`src/rtl/pipe_stage_reg.sv`:
```
// pipe_stage_reg: valid/ready pipeline register with bubble/flush; `define PIPE_STAGE_SKID_EN for a
// two-entry skid buffer with flop-driven in_ready/out_valid/count.
module pipe_stage_reg #(
  parameter int WIDTH = 65,
  parameter logic [WIDTH-1:0] RESET_DATA = {WIDTH{1'b0}}
) (
  input  logic             clk,
  input  logic             reset,
  input  logic             flush,
  input  logic             in_valid,
  output logic             in_ready,
  input  logic [WIDTH-1:0] in_data,
  output logic             out_valid,
  input  logic             out_ready,
  output logic [WIDTH-1:0] out_data,
  output logic [1:0]       count
);
  logic in_fire, out_fire;
  assign in_fire = in_valid && in_ready;
  assign out_fire = out_valid && out_ready;
`ifdef PIPE_STAGE_SKID_EN
  typedef enum logic [1:0] {EMPTY = 2'd0, ONE = 2'd1, TWO = 2'd2} state_t;
  state_t state, state_n;
  logic [WIDTH-1:0] main_q, main_n, skid_q, skid_n;
  // state encoding doubles as the entry count
  assign in_ready = state != TWO;
  assign out_valid = state != EMPTY;
  assign count = state;
  assign out_data = main_q;
  always_comb begin
    state_n = state;
    main_n = main_q;
    skid_n = skid_q;
    case (state)
      EMPTY: if (in_fire) begin
        state_n = ONE;
        main_n = in_data;
      end
      ONE: if (in_fire && out_fire) main_n = in_data;
      else if (in_fire) begin
        state_n = TWO;
        skid_n = in_data;
      end else if (out_fire) begin
        state_n = EMPTY;
        main_n = RESET_DATA;
      end
      default: if (out_fire) begin
        state_n = ONE;
        main_n = skid_q;
        skid_n = RESET_DATA;
      end
    endcase
  end
  always_ff @(posedge clk) begin
    if (reset || flush) begin
      state <= EMPTY;
      main_q <= RESET_DATA;
      skid_q <= RESET_DATA;
    end else begin
      state <= state_n;
      main_q <= main_n;
      skid_q <= skid_n;
    end
  end
`else
  logic             valid_q;
  logic [WIDTH-1:0] data_q;
  assign in_ready = !valid_q || out_ready;
  assign out_valid = valid_q;
  assign count = {1'b0, valid_q};
  assign out_data = data_q;
  always_ff @(posedge clk) begin
    if (reset || flush) begin
      valid_q <= 1'b0;
      data_q <= RESET_DATA;
    end else if (in_fire) begin
      valid_q <= 1'b1;
      data_q <= in_data;
    end else if (out_fire) begin
      valid_q <= 1'b0;
      data_q <= RESET_DATA;
    end
  end
`endif
endmodule

```
`config.mk`:
```
export PLATFORM = sky130hd
export DESIGN_NAME = pipe_stage_reg
export DESIGN_NICKNAME = d
export VERILOG_FILES = /design/src/rtl/pipe_stage_reg.sv
export SDC_FILE = /design/constraint.sdc
export NUM_CORES = 1
export LEC_CHECK = 0
export ABC_AREA = 0
export ABC_CLOCK_PERIOD_IN_PS = 1000
export BUFFER_PORTS_ARGS = -buffer_cell sky130_fd_sc_hd__buf_2
export CAP_MARGIN = 25
export CORE_ASPECT_RATIO = 0.6
export CORE_MARGIN = 2
export CORE_UTILIZATION = 37
export CTS_CLUSTER_SIZE = 20
export DETAILED_ROUTE_END_ITERATION = 16
export MAX_ROUTING_LAYER = met4
export PLACE_DENSITY = 0.75
export SYNTH_ARGS = -nofsm -noshare
export SYNTH_HDL_FRONTEND = slang
export SYNTH_SLANG_ARGS = --single-unit
```
`constraint.sdc`:
```
create_clock -name clk -period 1 [get_ports clk]
set_input_delay 0.05 -clock clk [delete_from_list [all_inputs] [get_ports clk]]
set_output_delay 0.05 -clock clk [all_outputs]
set_load 0.02 [all_outputs]
```
-- After elaboration in Yosys (flattened, before gate mapping)
Cells that the tools add are included.
- reductions and logical operators: 6
- multiplexer cells: 4
- operators by type and width (operator ; count):
    2-to-1 mux 65 bit ; 2
    logical AND 1 bit ; 2
    logical OR 1 bit ; 2
    2-to-1 mux 1 bit ; 2
    nonzero test 2 bit ; 1
    logical NOT 1 bit ; 1
- output and inout port bits: 69
- register bits: 66
- input bits: 70

-- Depth between registers and ports, before layout
Gate-level depths: netlist (run 1).
- word-level depth: 4
- depth in mapped cells: 5

-- Worst setup path before layout (run 1)
Ideal clock, no wire load.
- path type: register -> register
- from: register valid_q (netlist: out_valid)
- to: register data_q[10] (netlist: out_data[10])
- data required time: 883 ps
- path buffers: 2
- library setup time: 117 ps
- data arrival time: 1348 ps
- period minus slack after synthesis: 1465 ps
- slack: -465 ps
- stages on the path, launching flop included: 6
- cell sequence: dfxtp_1 nand2b_1 and3_4 buf_6 buf_6 a22o_1
- cells in the longest elaborated chain, start to end: 4
- elaborated cells on any way between the ends: 6
- those cells by class: 1 x mux; 5 x reduce/logical
- ends and longest elaborated chain (what ; RTL line ; RTL):
    from (decl) ; 66 ; logic valid_q;
    from (signal assigned) ; 74 ; valid_q <= 1'b0;
    from (signal assigned) ; 77 ; valid_q <= 1'b1;
    from (signal assigned) ; 80 ; valid_q <= 1'b0;
    logical NOT 1 bit * ; 68 ; assign in_ready = !valid_q || out_ready;
    logical OR 1 bit * ; 68 ;
    via in_ready ; 11 ; output logic in_ready,
    logical AND 1 bit * ; 19 ; assign in_fire = in_valid && in_ready;
    2-to-1 mux 65 bit or nonzero test 2 bit (tied branches) ; - ;
    to (signal assigned) ; 78 ; data_q <= in_data;
    to (decl) ; 67 ; logic [WIDTH-1:0] data_q;
The timed path passes the listed nets; every way through them passes the cells marked *.
A chain may end at the register's enable or synchronous reset.

-- Worst setup path after layout (run 1)
- from: register valid_q (netlist: out_valid)
- to: register data_q[23] (netlist: out_data[23])
- cells in the longest elaborated chain, start to end: 4
- elaborated cells on any way between the ends: 6
- those cells by class: 1 x mux; 5 x reduce/logical
- ends and longest elaborated chain (what ; RTL line):
    logical NOT 1 bit ; 68
    logical OR 1 bit ; 68
    logical AND 1 bit ; 19
    2-to-1 mux 65 bit or nonzero test 2 bit (tied branches) ; -
Parallel ways exist; a longest one is shown, timed or not.

==> flow_metrics.tcl, run 1 <==
set metrics [dict create \
    final.setup.worst_slack_ns -0.163 \
    hpwl_um 3570 \
    placeableCoreArea_um2 5520 \
    worst_path_max_delay_cell "dfxtp_4" \
    drt-total-wl_um 6690 \
    setup_viol 68 \
    ys.flop_type "dfxtp_1" \
    dieWidth_um 101 \
    ys_warn_count 0 \
    synthesis.area_um2 2100 \
    crit_required_ns 1.21 \
    p_leak_uw 0.00184 \
    final_nets 430 \
    num_vias 2052 \
    drtIter0Drc 67 \
    worstPathCellList "o211a_4 > buf_12 > a22o_1" \
    p_clk_frac 0.332 \
    violations "setup timing" \
    cts_tree "yes" \
    clk_pin_slew_worst_paths_ns 0.07 \
    synth_fp_nets 225 \
    route.detailed.drc 0 \
    ys_top_cells_by_count "dfxtp_1, a22o_1, buf_6, buf_2, buf_4" \
    postRouteAntennaNets 0 \
    max-cap-violations 0 \
    arrival_ns 1.37 \
    fillerInstances 391 \
    clock-root-buffer "clkbuf_8" \
    internal_power_uw 4020 \
    die_h_um 62.4 \
    cts_num_sinks 66 \
    start_kind "flop" \
    clkLatencyLatePin_ns 0.32 \
    synth.most_common_cell "dfxtp_1" \
    numCtsBuffers 9 \
    hold_violations 0 \
    power_frac_seq 0.521 \
    drt-wirelength-per-cell_um 15.4 \
    yosysTopAreaCell "dfxtp_1" \
    cts.path.max_buffers 2 \
    drt_pre_antenna_iters 4 \
    syn2layout_area_growth_pct 75.2 \
    io_buffers 137 \
    cp_num_buf_inv 1 \
    yosysTopAreaCellShare 0.629 \
    p_per_area_nw_per_um2 1440 \
    grt_pass1_vias 2134 \
    synthDistinctLibCells 13 \
    ys_ff_latch 66 \
    synth.area.top_cells "dfxtp_1, a22o_1, buf_6" \
    grt_max_degree 37 \
    pin_count 139 \
    die_area_um2 6320 \
    whs_ns 0.0259 \
    antenna_found_initial 0 \
    rsz0062_at_grt "yes" \
    post-route-period-util 1.16 \
    grt_overflow 0 \
    seq_area_um2 1330 \
    netSwitchingPower_uw 1290 \
    synthCells 155 \
    fmax_mhz 860 \
    combPwrFrac 0.147 \
    ys_seq_area_frac 0.629 \
    drive_above_1_share 0.448 \
    synth.avg_cell_area_um2 13.6 \
    ir_drop_uv 721 \
    fin_crit_ns 1.16 \
    cp_max_fo 36 \
    status "finished, violations left" \
    hp-class "in2reg" \
    critPathKind "reg2reg" \
    synth_edf_count 0 \
    place.gp.congestion 0.738 \
    start_util 0.381 \
    power_switching_share 0.243 \
    maxSlewViolCount 0 \
    finalClockSkew_ns 0.00509 \
    rows 21 \
    via_per_inst 4.74 \
    htree_levels 3 \
    crit_path_max_incr_delay_ns 0.37 \
    crit_path_end_kind "flop" \
    diodes 0 \
    total_power_uw 5310 \
    grt_pass1_wl_um 10400 \
    crit_family "compound AO/OA/AOI/OAI gates" \
    grt_usage 0.221 \
    multiInputGateArea_um2 633 \
    synthArstFlopShare 0 \
]
==> area by class of cell <==
cell class                      count  area share
Clock buffer                       11      0.0357
Clock inverter                      4     0.00544
Inverter                            1     0.00102
Multi-Input combinational cell     72       0.172
Sequential cell                    66       0.360
Tap cell                           69      0.0235
Timing Repair Buffer              210       0.402
==> stage by stage <==
step           instances  worst slack (ns)  TNS (ns)   util  cell area (um^2)
2_1_floorplan        155            -0.174     -9.72      -              2110
3_3_place_gp         352            -0.129     -7.90  0.515              2840
3_5_place_dp         352            -0.173     -9.15  0.515              2840
4_1_cts              432            -0.139     -7.48  0.665              3670
5_1_grt              433            -0.188    -10.30  0.667              3680
6_report             433            -0.163     -8.35  0.667              3680
==> sequential cells by signal, indices dropped and copies added, names as in the netlist <==
| signal | flops |
|---|---|
| out_valid | 1 |
| out_data | 65 |
==> path summary, 6_finish.rpt <==
path / start / to / slack, ns / cells after the start
hold reg to reg: out_data[49] / out_data[49] / 0.48 / 1
hold / removal: reset / out_valid / 0.03 / 3
setup / recovery: out_valid / out_data[23] / -0.16 / 3
setup reg to reg: out_valid / out_data[23] / -0.16 / 3
==> metal layers <==
metal	global-route usage	up-vias	wire, um
met5	-	-	0
met4	0.0912	0	122
met3	0.0923	14	638
met2	0.345	109	3080
met1	0.249	935	2850
li1	-	994	-
==> cell usage in the layout, fill, tap and decap left out, types with 2 or more instances in the layout <==
cell type | netlist | layout
buf_2 | 2 | 134
a22o_1 | 65 | 65
dlygate4sd3_1 | 0 | 65
dfxtp_1 | 66 | 65
clkbuf_8 | 0 | 9
buf_12 | 0 | 5
clkinv_2 | 0 | 4
buf_6 | 12 | 4
clkbuf_1 | 0 | 2
buf_4 | 2 | 2
==> tightest hold or removal path, delay by kind of cell <==
kind	cells	cell delay, ns
buf+inv	1	0.08
compound gates	1	0.12
simple gates	1	0.06
==> kinds of logic (layout without fill, tap and decap cells) <==
family | count (synthesis) | after routing | share of synthesized area
DFF | 66 | 66 | 0.629
other | 1 | 1 | 0.00179
and+or+nand+nor | 4 | 4 | 0.0119
buffers and inverters | 17 | 226 | 0.0780
AOI/OAI and AO/OA | 67 | 67 | 0.279
==> power groups by stage <==
stage          Clock, uW  Combinational [uW]  Sequential, uW
2_1_floorplan          0                 188            2930
3_3_place_gp           0                 542            2820
3_5_place_dp           0                 551            2820
4_1_cts             1820                 756            2770
5_1_grt             1970                 826            2780
6_report            1760                 779            2770
==> what timing repair did <==
| item | 4_1_cts | 5_1_grt |
|---|---|---|
| setup endpoints to repair | 68 | 68 |
| gates resized for setup | 8 | 1 |
| endpoints found under the hold margin | 65 | 0 |
| buffers inserted | 0 | 1 |
| hold buffers | 65 | 0 |
Note: power is estimated with default switching activity, not from simulation.
==> run 2, diff against run 1 <==
--- a/config.mk
+++ b/config.mk
@@ -6,16 +6,16 @@
 export NUM_CORES = 1
 export LEC_CHECK = 0
 export ABC_AREA = 0
-export ABC_CLOCK_PERIOD_IN_PS = 1000
+export ABC_CLOCK_PERIOD_IN_PS = 1300
 export BUFFER_PORTS_ARGS = -buffer_cell sky130_fd_sc_hd__buf_2
 export CAP_MARGIN = 25
 export CORE_ASPECT_RATIO = 0.6
 export CORE_MARGIN = 2
-export CORE_UTILIZATION = 37
+export CORE_UTILIZATION = 41
 export CTS_CLUSTER_SIZE = 20
 export DETAILED_ROUTE_END_ITERATION = 16
 export MAX_ROUTING_LAYER = met4
-export PLACE_DENSITY = 0.75
+export PLACE_DENSITY = 0.79
 export SYNTH_ARGS = -nofsm -noshare
 export SYNTH_HDL_FRONTEND = slang
 export SYNTH_SLANG_ARGS = --single-unit
==> constraint.sdc (replaced) <==
create_clock -name clk -period 1.3 [get_ports clk]
set_input_delay 0.065 -clock clk [delete_from_list [all_inputs] [get_ports clk]]
set_output_delay 0.065 -clock clk [all_outputs]
set_load 0.02 [all_outputs]
==> run 2 against run 1 <==
The run now ends clean. Count of clock-buffer cells in the layout rose by 2. First-iteration DRC count fell by 18%. Routed wire length fell by 2.0%. Non-clock buffer count fell by 6. Worst hold slack improved by 0.015 ns. Core utilization rose by 5.4 points. Combinational power fell by 28%. Total power fell by 17%. Critical path type unchanged. Critical endpoint is now out_data[30]. Largest cell class unchanged.
==> flow_metrics.tcl, run 2 (same netlist as run 1, synthesis figures left out) <==
set metrics [dict create \
    clock-root-buffer "clkbuf_8" \
    max-cap-violations 0 \
    critPathKind "reg2reg" \
    pin_count 139 \
    hpwl_um 3310 \
    crit_required_ns 1.51 \
    final_nets 425 \
    route.detailed.drc 0 \
    largest_reg_flops 65 \
    fin_crit_ns 1.25 \
    routed-wl-met2_um 3290 \
    r2r-start "out_valid" \
    hold_violations 0 \
    cts_setup_buffers 0 \
    dpl-instance-area_um2 2750 \
    hold_path.startpoint "in_valid" \
    place.gp.congestion 0.692 \
    rows 20 \
    fillerInstances 378 \
    grt_max_degree 40 \
    drt_pre_antenna_iters 4 \
    fmax_mhz 797 \
    crit_start "out_valid" \
    grt_overflow 0 \
    status "finished clean" \
    hp-class "in2reg" \
    combPwrFrac 0.127 \
    fin_area_um2 3610 \
    p_per_area_nw_per_um2 1230 \
    antenna_found_initial 0 \
    internal_power_uw 3430 \
    finalClockSkew_ns 0.00392 \
    diodes 0 \
    final_common_cell "buf_2" \
    top_layer_used "met4" \
    maxSlewViolCount 0 \
    wl_met1_um 2740 \
    power_switching_share 0.227 \
    cp_max_fo 26 \
    clk_pin_slew_worst_paths_ns 0.07 \
    via_per_inst 4.79 \
    cts_num_sinks 66 \
    ir_drop_uv 818 \
    netSwitchingPower_uw 1000 \
    io_buffers 137 \
    drt-wirelength-per-cell_um 15.4 \
    drive_above_1_share 0.440 \
    start_kind "flop" \
    reg2reg_slack_ns 0.05 \
    whs_ns 0.0405 \
    setup_viol 0 \
    p_clk_frac 0.392 \
    placeableCoreArea_um2 5000 \
    numCtsBuffers 9 \
    grt_pass1_vias 2128 \
    cts.path.max_buffers 2 \
    die_h_um 59.4 \
    grt_usage 0.237 \
    power_frac_seq 0.481 \
    postRouteAntennaNets 0 \
    arrival_ns 1.47 \
    die_area_um2 5730 \
    clkLatencyLatePin_ns 0.32 \
    syn2layout_area_growth_pct 71.9 \
    grt_pass1_wl_um 9660 \
    layout_common_cells "buf_2, a22o_1, dlygate4sd3_1, dfxtp_1, clkbuf_8" \
    htree_levels 3 \
    post-route-period-util 0.965 \
    dr_wl_met3_um 460 \
    num_vias 2035 \
    cts_tree "yes" \
    crit_path_end_kind "flop" \
    p_leak_uw 0.00182 \
    drt-total-wl_um 6560 \
    drtIter0Drc 55 \
    dieWidth_um 96.4 \
    rsz0062_at_grt "no" \
    start_util 0.420 \
]
==> run 2: layer usage <==
| metal | vias up | track usage |
|---|---|---|
| met5 | - | - |
| met1 | 942 | 0.236 |
| li1 | 987 | - |
| met3 | 10 | 0.0941 |
| met4 | 0 | 0.0805 |
| met2 | 96 | 0.427 |
==> run 2: through the flow <==
step / setup TNS [ns] / instances / util / setup slack (ns) / total power [uW]
3_3_place_gp: -0.401 / 344 / 0.549 / -0.0164 / 2560
3_5_place_dp: -2.61 / 344 / 0.549 / -0.0600 / 2570
6_report: 0 / 425 / 0.722 / 0.0454 / 4430
5_1_grt: 0 / 425 / 0.722 / 0.00548 / 4600
4_1_cts: 0 / 425 / 0.722 / 0.0600 / 4450
2_1_floorplan: 0 / 155 / - / 0.0648 / 2400
==> run 2: power by group through the flow <==
stage          Combinational [uW]  Sequential [uW]  Clock (uW)
2_1_floorplan                 144             2260           0
3_3_place_gp                  389             2170           0
3_5_place_dp                  397             2170           0
4_1_cts                       549             2130        1770
5_1_grt                       601             2140        1870
6_report                      564             2130        1740
==> run 2: area by class of cell <==
class | count | area [um^2] | share of cell area
clock buffer | 13 | 169 | 0.0468
clock inverter | 2 | 35.0 | 0.00970
inverter | 1 | 3.75 | 0.00104
multi-input combinational | 73 | 634 | 0.176
sequential | 66 | 1320 | 0.366
tap | 66 | 82.6 | 0.0229
timing repair buffer | 204 | 1360 | 0.378
==> run 2: worst paths after layout <==
path	endpoint	cells past startpoint
worst min register to register	out_data[38]	1
worst max register to register	out_data[30]	3
worst min-delay path	out_valid	3
worst max-delay path	out_data[30]	3
==> run 2: what timing repair did <==
item,in CTS,in global routing
endpoints found under the setup margin,65,0
hold buffers,65,0
resized for setup,1,0
endpoints found under the hold margin,65,0
==> run 2: worst max-delay path, cell delays in order, from the launching register on <==
cell and delay [ns]:
dfxtp_2 0.35, o211a_2 0.29, buf_4 0.23, a22o_1 0.27
==> run 3, diff against run 2 <==
--- a/config.mk
+++ b/config.mk
@@ -6,16 +6,16 @@
 export NUM_CORES = 1
 export LEC_CHECK = 0
 export ABC_AREA = 0
-export ABC_CLOCK_PERIOD_IN_PS = 1300
+export ABC_CLOCK_PERIOD_IN_PS = 1550
 export BUFFER_PORTS_ARGS = -buffer_cell sky130_fd_sc_hd__buf_2
 export CAP_MARGIN = 25
 export CORE_ASPECT_RATIO = 0.6
 export CORE_MARGIN = 2
-export CORE_UTILIZATION = 41
+export CORE_UTILIZATION = 44
 export CTS_CLUSTER_SIZE = 20
 export DETAILED_ROUTE_END_ITERATION = 16
 export MAX_ROUTING_LAYER = met4
-export PLACE_DENSITY = 0.79
+export PLACE_DENSITY = 0.88
 export SYNTH_ARGS = -nofsm -noshare
 export SYNTH_HDL_FRONTEND = slang
 export SYNTH_SLANG_ARGS = --single-unit
==> constraint.sdc (replaced) <==
create_clock -name clk -period 1.55 [get_ports clk]
set_input_delay 0.0775 -clock clk [delete_from_list [all_inputs] [get_ports clk]]
set_output_delay 0.0775 -clock clk [all_outputs]
set_load 0.02 [all_outputs]
==> run 3 against run 2 <==
Cell area decreased by 1.0%. Global-route usage is 2.4 points higher. Core utilization up 5.8 points. Fmax shrank 13%. First-iteration DRC count is 42% higher. Sequential power decreased by 16%.
==> flow_metrics.tcl, run 3 (same netlist as run 1, synthesis figures left out) <==
set metrics [dict create \
    hpwl_um 3410 \
    fin_crit_ns 1.44 \
    power_frac_seq 0.484 \
    hp-class "in2reg" \
    cts_tree "yes" \
    finalSetupTns_ns 0 \
    ctsResizeCount 0 \
    diodes 0 \
    die_h_um 57.5 \
    p_leak_uw 0.00179 \
    preCtsSetupSlack_ns 0.167 \
    netSwitchingPower_uw 899 \
    final_common_cell "buf_2" \
    largest_reg_flops 65 \
    clock-root-buffer "clkbuf_8" \
    clk_pin_slew_worst_paths_ns 0.08 \
    drtIter0Drc 78 \
    power_switching_share 0.244 \
    worst_path_max_delay_cell "and3_4" \
    combPwrFrac 0.126 \
    final_nets 424 \
    via_per_inst 4.96 \
    worstPathCellList "nand2b_1 > and3_4 > a22o_1" \
    layout_common_cells "buf_2, dfxtp_1, a22o_1, dlygate4sd3_1, clkbuf_8" \
    fmax_mhz 693 \
    drt_pre_antenna_iters 5 \
    place.gp.congestion 0.699 \
    ir_drop_uv 559 \
    cts_setup_buffers 0 \
    cts.path.max_buffers 2 \
    post-route-period-util 0.931 \
    setup_viol 0 \
    total_power_uw 3690 \
    status "finished clean" \
    dieWidth_um 93.2 \
    maxSlewViolCount 0 \
    antenna_found_initial 0 \
    clkLatencyLatePin_ns 0.34 \
    critPathKind "reg2reg" \
    grt_pass1_vias 2099 \
    start_kind "flop" \
    hold_violations 0 \
    crit_required_ns 1.83 \
    num_vias 2093 \
    p_per_area_nw_per_um2 1030 \
    io_buffers 137 \
    internal_power_uw 2790 \
    postRouteAntennaNets 0 \
    slew-limit-headroom 0.545 \
    cts_num_sinks 66 \
    htree_levels 3 \
    arrival_ns 1.72 \
    pin_count 139 \
    max-cap-violations 0 \
    grt_pass1_wl_um 10100 \
    fin_area_um2 3570 \
    drt-wirelength-per-cell_um 15.6 \
    grt_overflow 0 \
    route.detailed.drc 0 \
    final.setup.worst_slack_ns 0.107 \
    worst_pin_slew_ns 0.682 \
    cp_max_fo 65 \
    dpl-instance-area_um2 2720 \
    grt_usage 0.261 \
    rows 19 \
    start_util 0.458 \
    drive_above_1_share 0.437 \
    crit_path_max_incr_delay_ns 0.64 \
    placeableCoreArea_um2 4590 \
    finalClockSkew_ns 0.00794 \
    p_clk_frac 0.390 \
    grt_max_degree 66 \
    die_area_um2 5360 \
    drt-total-wl_um 6590 \
    rsz0062_at_grt "no" \
    syn2layout_area_growth_pct 70.2 \
    crit_path_end_kind "flop" \
    numCtsBuffers 9 \
]
[run 3: cell count changes in the layout (fill, tap and decap cells not counted)]
cell        change
clkbuf_8        -2
nand2b_1        +1
and3_4          -1
clkbuf_1        -1
buf_4           +1
clkinv_4        +1
buf_12          -1
nand2b_4        -1
dfxtp_1         +1
clkinvlp_4      +3
dfxtp_2         -1
[run 3: layer usage]
layer	routed length, um	share of wire	global-route usage	vias to the layer above
met2	3240	0.49	0.445	108
li1	-	-	-	983
met4	89	0.013	0.0945	0
met3	613	0.093	0.0885	11
met1	2650	0.40	0.288	991
met5	0	0	-	-
[run 3: stage by stage]
step,util,cells,hold slack (ns)
finish,0.779,422,0.0288
global route,0.779,422,0.0293
CTS,0.779,422,0.0137
detailed placement,0.593,341,0.292
global placement,0.593,341,0.286
floorplan,-,155,0.203
[run 3: final cells by class]
class	count	area (um^2)
inverters	1	3.75
well taps	63	78.8
multi-input cells	72	616
clock inverters	6	66.3
flip-flops and latches	66	1320
fillers	278	1010
clock buffers	10	138
repair buffers	204	1350
[run 3: worst paths after layout]
| path | start | to | slack, ns | depth (start not counted) |
|---|---|---|---|---|
| worst max-delay path | out_valid | out_data[54] | 0.11 | 3 |
| worst max register to register | out_valid | out_data[54] | 0.11 | 3 |
| worst min-delay path | in_valid | out_valid | 0.03 | 3 |
| worst min register to register | out_data[44] | out_data[44] | 0.48 | 1 |
[run 3: worst max-delay path: cells and delay by family (launching register included)]
kind	cells	cell delay, ns
simple gates	2	0.76
flops	1	0.34
compound gates	1	0.25
[run 3: timing repair]
| action | in CTS | in global routing |
|---|---|---|
| hold buffers | 65 | 0 |
| endpoints found under the setup margin | 0 | 0 |
| endpoints found under the hold margin | 65 | 0 |
[run 3: power by group through the flow]
| stage | Sequential, uW | Clock (uW) | Combinational, uW |
|---|---|---|---|
| floorplan | 1890 | 0 | 119 |
| global placement | 1820 | 0 | 320 |
| detailed placement | 1820 | 0 | 327 |
| CTS | 1780 | 1450 | 453 |
| global route | 1790 | 1550 | 494 |
| finish | 1790 | 1440 | 464 |
